--- config.mk ---
export PLATFORM = sky130hd
export DESIGN_NAME = exp_sigma_table
export DESIGN_NICKNAME = d
export VERILOG_FILES = /design/src/rtl/exp_sigma_table.sv
export SDC_FILE = /design/constraint.sdc
export NUM_CORES = 2
export LEC_CHECK = 0
export BUFFER_PORTS_ARGS = -buffer_cell sky130_fd_sc_hd__buf_2
export CAP_MARGIN = 15
export CORE_ASPECT_RATIO = 0.6
export CORE_MARGIN = 2
export CORE_UTILIZATION = 56
export CTS_BUF_LIST = sky130_fd_sc_hd__clkbuf_2
export DETAILED_ROUTE_END_ITERATION = 8
export GPL_ROUTABILITY_DRIVEN = 0
export PLACE_DENSITY_LB_ADDON = 0.05
export SYNTH_ARGS = -nofsm -noshare
export SYNTH_HDL_FRONTEND = slang
export SYNTH_SLANG_ARGS = --single-unit
--- constraint.sdc ---
create_clock -name CLK -period 4.2 [get_ports CLK]
set_input_delay 0.21 -clock CLK [delete_from_list [all_inputs] [get_ports CLK]]
set_output_delay 0.21 -clock CLK [all_outputs]
set_load 0.02 [all_outputs]
--- src/rtl/exp_sigma_table.sv ---
// exp_sigma_table: ping-pong table store between the exp-sigma generator and
// the risk datapath. The generator fills the shadow bank. The banks swap only
// when a fill finishes with every address written, so a lookup always reads a
// complete table.
module exp_sigma_table #(
    parameter int DATA_W = 17,
    parameter int ADDR_W = 6,
    parameter int DEPTH  = 64
) (
    input  logic              CLK,
    input  logic              iRST_n,
    input  logic              iStart,
    input  logic [DATA_W-1:0] iData,
    input  logic [ADDR_W-1:0] iAddr,
    input  logic              iValid,
    input  logic              iDone,
    input  logic              iRdReq,
    input  logic [ADDR_W-1:0] iRdAddr,
    output logic [DATA_W-1:0] oRdData,
    output logic              oRdValid,
    output logic              oRdErr,
    output logic              oReady,
    output logic              oBank,
    output logic [ADDR_W:0]   oFillCount,
    output logic              oFillErr
);

    localparam logic [ADDR_W:0] FULL_COUNT = (ADDR_W+1)'(DEPTH);

    // Both banks live in one array; the bank bit is the MSB of the index.
    logic [DATA_W-1:0] mem [0:2*DEPTH-1];
    logic [DEPTH-1:0]  mask;

    logic              wrEn;
    logic              newAddr;
    logic [ADDR_W:0]   cntNext;
    logic              fillFull;

    logic              rdV1;
    logic              rdErr1;
    logic              rdBank1;
    logic [ADDR_W-1:0] rdAddr1;

    // Write qualification and the fill count as it stands after this cycle's write.
    // A start in the same cycle drops the write, so a completion in that
    // cycle sees an empty fill.
    always_comb begin
        wrEn     = iValid & ~iStart;
        newAddr  = wrEn & ~mask[iAddr];
        cntNext  = oFillCount + {{ADDR_W{1'b0}}, newAddr};
        fillFull = ~iStart & (cntNext == FULL_COUNT);
    end

    // Shadow-bank write port. RAM contents are not reset.
    always_ff @(posedge CLK) begin
        if (wrEn)
            mem[{~oBank, iAddr}] <= iData;
    end

    // Track which addresses have been written, the fill count, and the bank swap.
    always_ff @(posedge CLK) begin
        if (!iRST_n) begin
            mask       <= '0;
            oFillCount <= '0;
            oReady     <= 1'b0;
            oBank      <= 1'b0;
            oFillErr   <= 1'b0;
        end else if (iStart) begin
            mask       <= '0;
            oFillCount <= '0;
            if (iDone)
                oFillErr <= 1'b1;
        end else begin
            if (newAddr)
                mask[iAddr] <= 1'b1;
            oFillCount <= cntNext;
            if (iDone) begin
                if (fillFull) begin
                    oBank      <= ~oBank;
                    oReady     <= 1'b1;
                    mask       <= '0;
                    oFillCount <= '0;
                end else begin
                    oFillErr <= 1'b1;
                end
            end
        end
    end

    // Read stage 1: capture the address, the active bank and the table status at request time.
    always_ff @(posedge CLK) begin
        if (!iRST_n) begin
            rdV1    <= 1'b0;
            rdErr1  <= 1'b0;
            rdBank1 <= 1'b0;
            rdAddr1 <= '0;
        end else begin
            rdV1    <= iRdReq;
            rdErr1  <= ~oReady;
            rdBank1 <= oBank;
            rdAddr1 <= iRdAddr;
        end
    end

    // Read stage 2: RAM access and the response. Data holds between responses.
    always_ff @(posedge CLK) begin
        if (!iRST_n) begin
            oRdData  <= '0;
            oRdValid <= 1'b0;
            oRdErr   <= 1'b0;
        end else begin
            oRdValid <= rdV1;
            oRdErr   <= rdV1 & rdErr1;
            if (rdV1)
                oRdData <= rdErr1 ? '0 : mem[{rdBank1, rdAddr1}];
        end
    end

endmodule

==> results.ini <==
[min_path]
hold_path_end = mem[108][16]
hold_start = iAddr[5]
hold_class = in2reg
whs_path_depth = 4

[placed_design]
io_buffers = 63
dpl_worst_slack_ns = 0.0418
dp_cells = 6482
place_hpwl_um = 145000
postPlaceCellArea_um2 = 92900

[critical_path]
cp.required_ns = 5.64
cpPeakStageDelay_ns = 0.60
crit_chain = mux4_1, nor2_1, nor2_1, o211a_2, o32a_2, inv_2, ha_1, ha_1, or4_4, nor4_4, nand4b_1, dlygate4sd3_1, a21boi_0
path_class = reg2reg
start_kind = register
end_kind = register
crit_family = simple AND/OR/NAND/NOR gates
worst-path-buf-inv = 2
r2r_cells = 13
crit_slowest_cell = dlygate4sd3_1
r2r-end = oReady
worst-path-max-fanout = 2
arrival_ns = 5.46
rrSetupSlack_ns = 0.18
rr_startpoint = mask[9]

[die]
die_x_um = 516
dieHeight_um = 311
core_um2 = 156000
row_count = 112
fp.dieArea_um2 = 161000
ios = 64
start_util_pct = 56.5

[grt]
grt_max_degree = 121
grt_pass1_wl_um = 334000
antenna_found_initial = 11
grt-ovfl-total = 0
grt_use_total_pct = 29.6
grt_pass1_vias = 45300

[cells_and_area]
nFillCells = 11000
drive_gt1_share_pct = 35.6
postLayoutCellArea_um2 = 99200
final_cell_mix = edfxtp_1 (2,176), clkbuf_2 (789), mux4_2 (495)
syn2layout_area_growth_pct = 12.7
finish.net_count = 5041
seqCellArea_um2 = 67400
layout_commonest_cell = edfxtp_1
multiInputGateArea_um2 = 19700
instances_no_fill = 7485
final_util_pct = 63.7

[sta]
period_minus_slack_ns = 4.02
setup_tns_ns = 0
grt_setup_unrepaired = no
fmax_ghz = 0.249
min_period_over_period_pct = 95.7
clock-skew-final_ns = 0.187
finalSetupViolCount = 0
hold_viol_final = 0
maxSlewHeadroom_pct = 31.8
tightestPinTransition_ns = 1.01
fin_ws_ns = 0.180
slew_viol_final = 0

[detailed_routing]
drt_pass1_iterations = 6
routedWlPerCell_um = 31.6
drt_iter0_drc = 6470
wl_um = 237000
routed_via_density = 6.28
ant_nets = 0
drcViolationCount = 0
num_vias = 47000

[cts]
root_buffer = clkbuf_2
cts_tree = built
clock_path_buffers = 4
htree_levels = 6
cts-buffers-inserted = 526
cts.reportedPaths.clkPinSlew_ns = 0.11
clock_latency_ns = 1.62
cts.sinks = 2278

[synthesis]
synthFlopType = edfxtp_1
synth_edf_count = 2176
yosysUniqueCellTypes = 57
ys_ff_latch = 2278
yosysSeqAreaShare_pct = 76.5
avgSynthCellArea_um2 = 20.7
syn-instance-count = 4250
syn-cell-area_um2 = 88000
ys_async_sr_fraction_pct = 0
synth_nets = 4287
synth_warnings = 0

[pwr]
power_frac_seq_pct = 59.4
ir_drop_uv = 238
power.switching_mw = 10.2
leakagePower_nw = 32.1
p_comb_share_pct = 5.5
p_int_mw = 31.8
power.density_nw_per_um2 = 424
switching_share_pct = 24.2
clock_power_share_pct = 35.1

[run_status]
outcome = complete, no violations

[job]
maxCapViolations = 0

## worst register-to-register path: stages (launching register included)
cell           delay (ns)
dfxtp_1              0.33
mux4_1               0.54
nor2_1               0.11
nor2_1               0.05
o211a_2              0.23
o32a_2               0.43
inv_2                0.07
ha_1                 0.16
ha_1                 0.26
or4_4                0.59
nor4_4               0.28
nand4b_1             0.17
dlygate4sd3_1        0.60
a21boi_0             0.15
## routing by layer
metal | part of all wire [%] | track usage [%] | vias to the layer above
met5 | 0.032 | 0 | -
met2 | 41 | 38.9 | 2764
li1 | - | - | 19500
met1 | 44 | 48.4 | 24400
met3 | 12 | 8.96 | 304
met4 | 1.9 | 7.17 | 12
## timing repair
item,CTS,global route
hold buffers,100,0
setup buffers,0,1
endpoints found under the hold margin,4093,0
resized for setup,0,17
endpoints found under the setup margin,0,66
## worst max-delay path by stage
stage,start,to,slack (ns),depth (start not counted)
after floorplan,iAddr[2],mask[45],0.32,18
after global placement,iAddr[2],mask[20],0.07,15
after detailed placement,iAddr[2],mask[61],0.04,15
after CTS,mask[25],oFillErr,0.04,14
after global routing,mask[8],oReady,0.02,13
final,mask[9],oReady,0.18,13
## kinds of logic after synthesis
group | Yosys count | share of synthesized area (%)
compound gates | 373 | 3.08
xor+xnor | 5 | 0.0497
fa+ha+maj | 2 | 0.0284
buf+inv | 262 | 1.47
flops | 2278 | 76.5
mux | 766 | 15.8
simple gates | 564 | 3.06
## metrics by stage
step / hold slack, ns / total power [mW]
global placement: 0.416 / 27.6
detailed placement: 0.423 / 27.6
CTS: 0.0136 / 42.3
floorplan: 0.309 / 26.6
global route: 0.112 / 43.6
finish: 0.157 / 42.0
## cells in the mapped netlist, types with 3 or more instances
library cell	instances	share of area, %
and2_1	22	0.16
a211o_1	16	0.16
xnor2_1	3	0.030
or2_2	4	0.028
a21oi_1	40	0.23
nand4_1	35	0.25
a21boi_0	3	0.026
o221ai_1	3	0.030
nand3_1	106	0.60
o22ai_1	17	0.12
buf_4	10	0.085
inv_1	3	0.013
dfxtp_1	102	2.3
and3_1	6	0.043
a22oi_1	71	0.61
nand2_1	148	0.63
nor2b_1	48	0.34
o21ai_2	49	0.49
o21ai_1	29	0.16
mux2i_1	265	3.0
nand2b_1	25	0.18
a31oi_1	19	0.14
buf_6	23	0.29
a221oi_1	38	0.38
o21ai_0	7	0.040
edfxtp_1	2176	74
mux2_2	4	0.051
a211oi_1	70	0.60
clkbuf_1	115	0.49
buf_1	28	0.12
nand3b_1	6	0.051
buf_2	81	0.46
nor2_1	144	0.61
nor3_1	4	0.023
mux4_2	494	13
## flip-flops by register name, summed over array words and instances, names as in the netlist, named ones only
| register | count |
|---|---|
| oRdValid | 1 |
| oRdData | 17 |
| rdErr1 | 1 |
| mem | 2176 |
| oReady | 1 |
| oFillCount | 7 |
| oFillErr | 1 |
| oRdErr | 1 |
| oBank | 1 |
| rdV1 | 1 |
| mask | 64 |
## power by group through the flow
stage | clock, mW | combinational (mW) | sequential (mW)
2_1_floorplan | 0 | 1.15 | 25.4
3_3_place_gp | 0 | 2.15 | 25.5
3_5_place_dp | 0 | 2.17 | 25.5
4_1_cts | 15.1 | 2.30 | 24.9
5_1_grt | 16.2 | 2.43 | 25.0
6_report | 14.8 | 2.31 | 24.9
## final cells by class
type	count	share of cell area [%]
repair buffers	483	4.53
diodes	7	0.0177
well taps	2109	2.66
multi-input cells	1710	19.9
clock buffers	789	3.98
inverters	5	0.0189
flip-flops and latches	2278	67.9
clock inverters	104	0.955
Power figures use the tool's default switching activity.
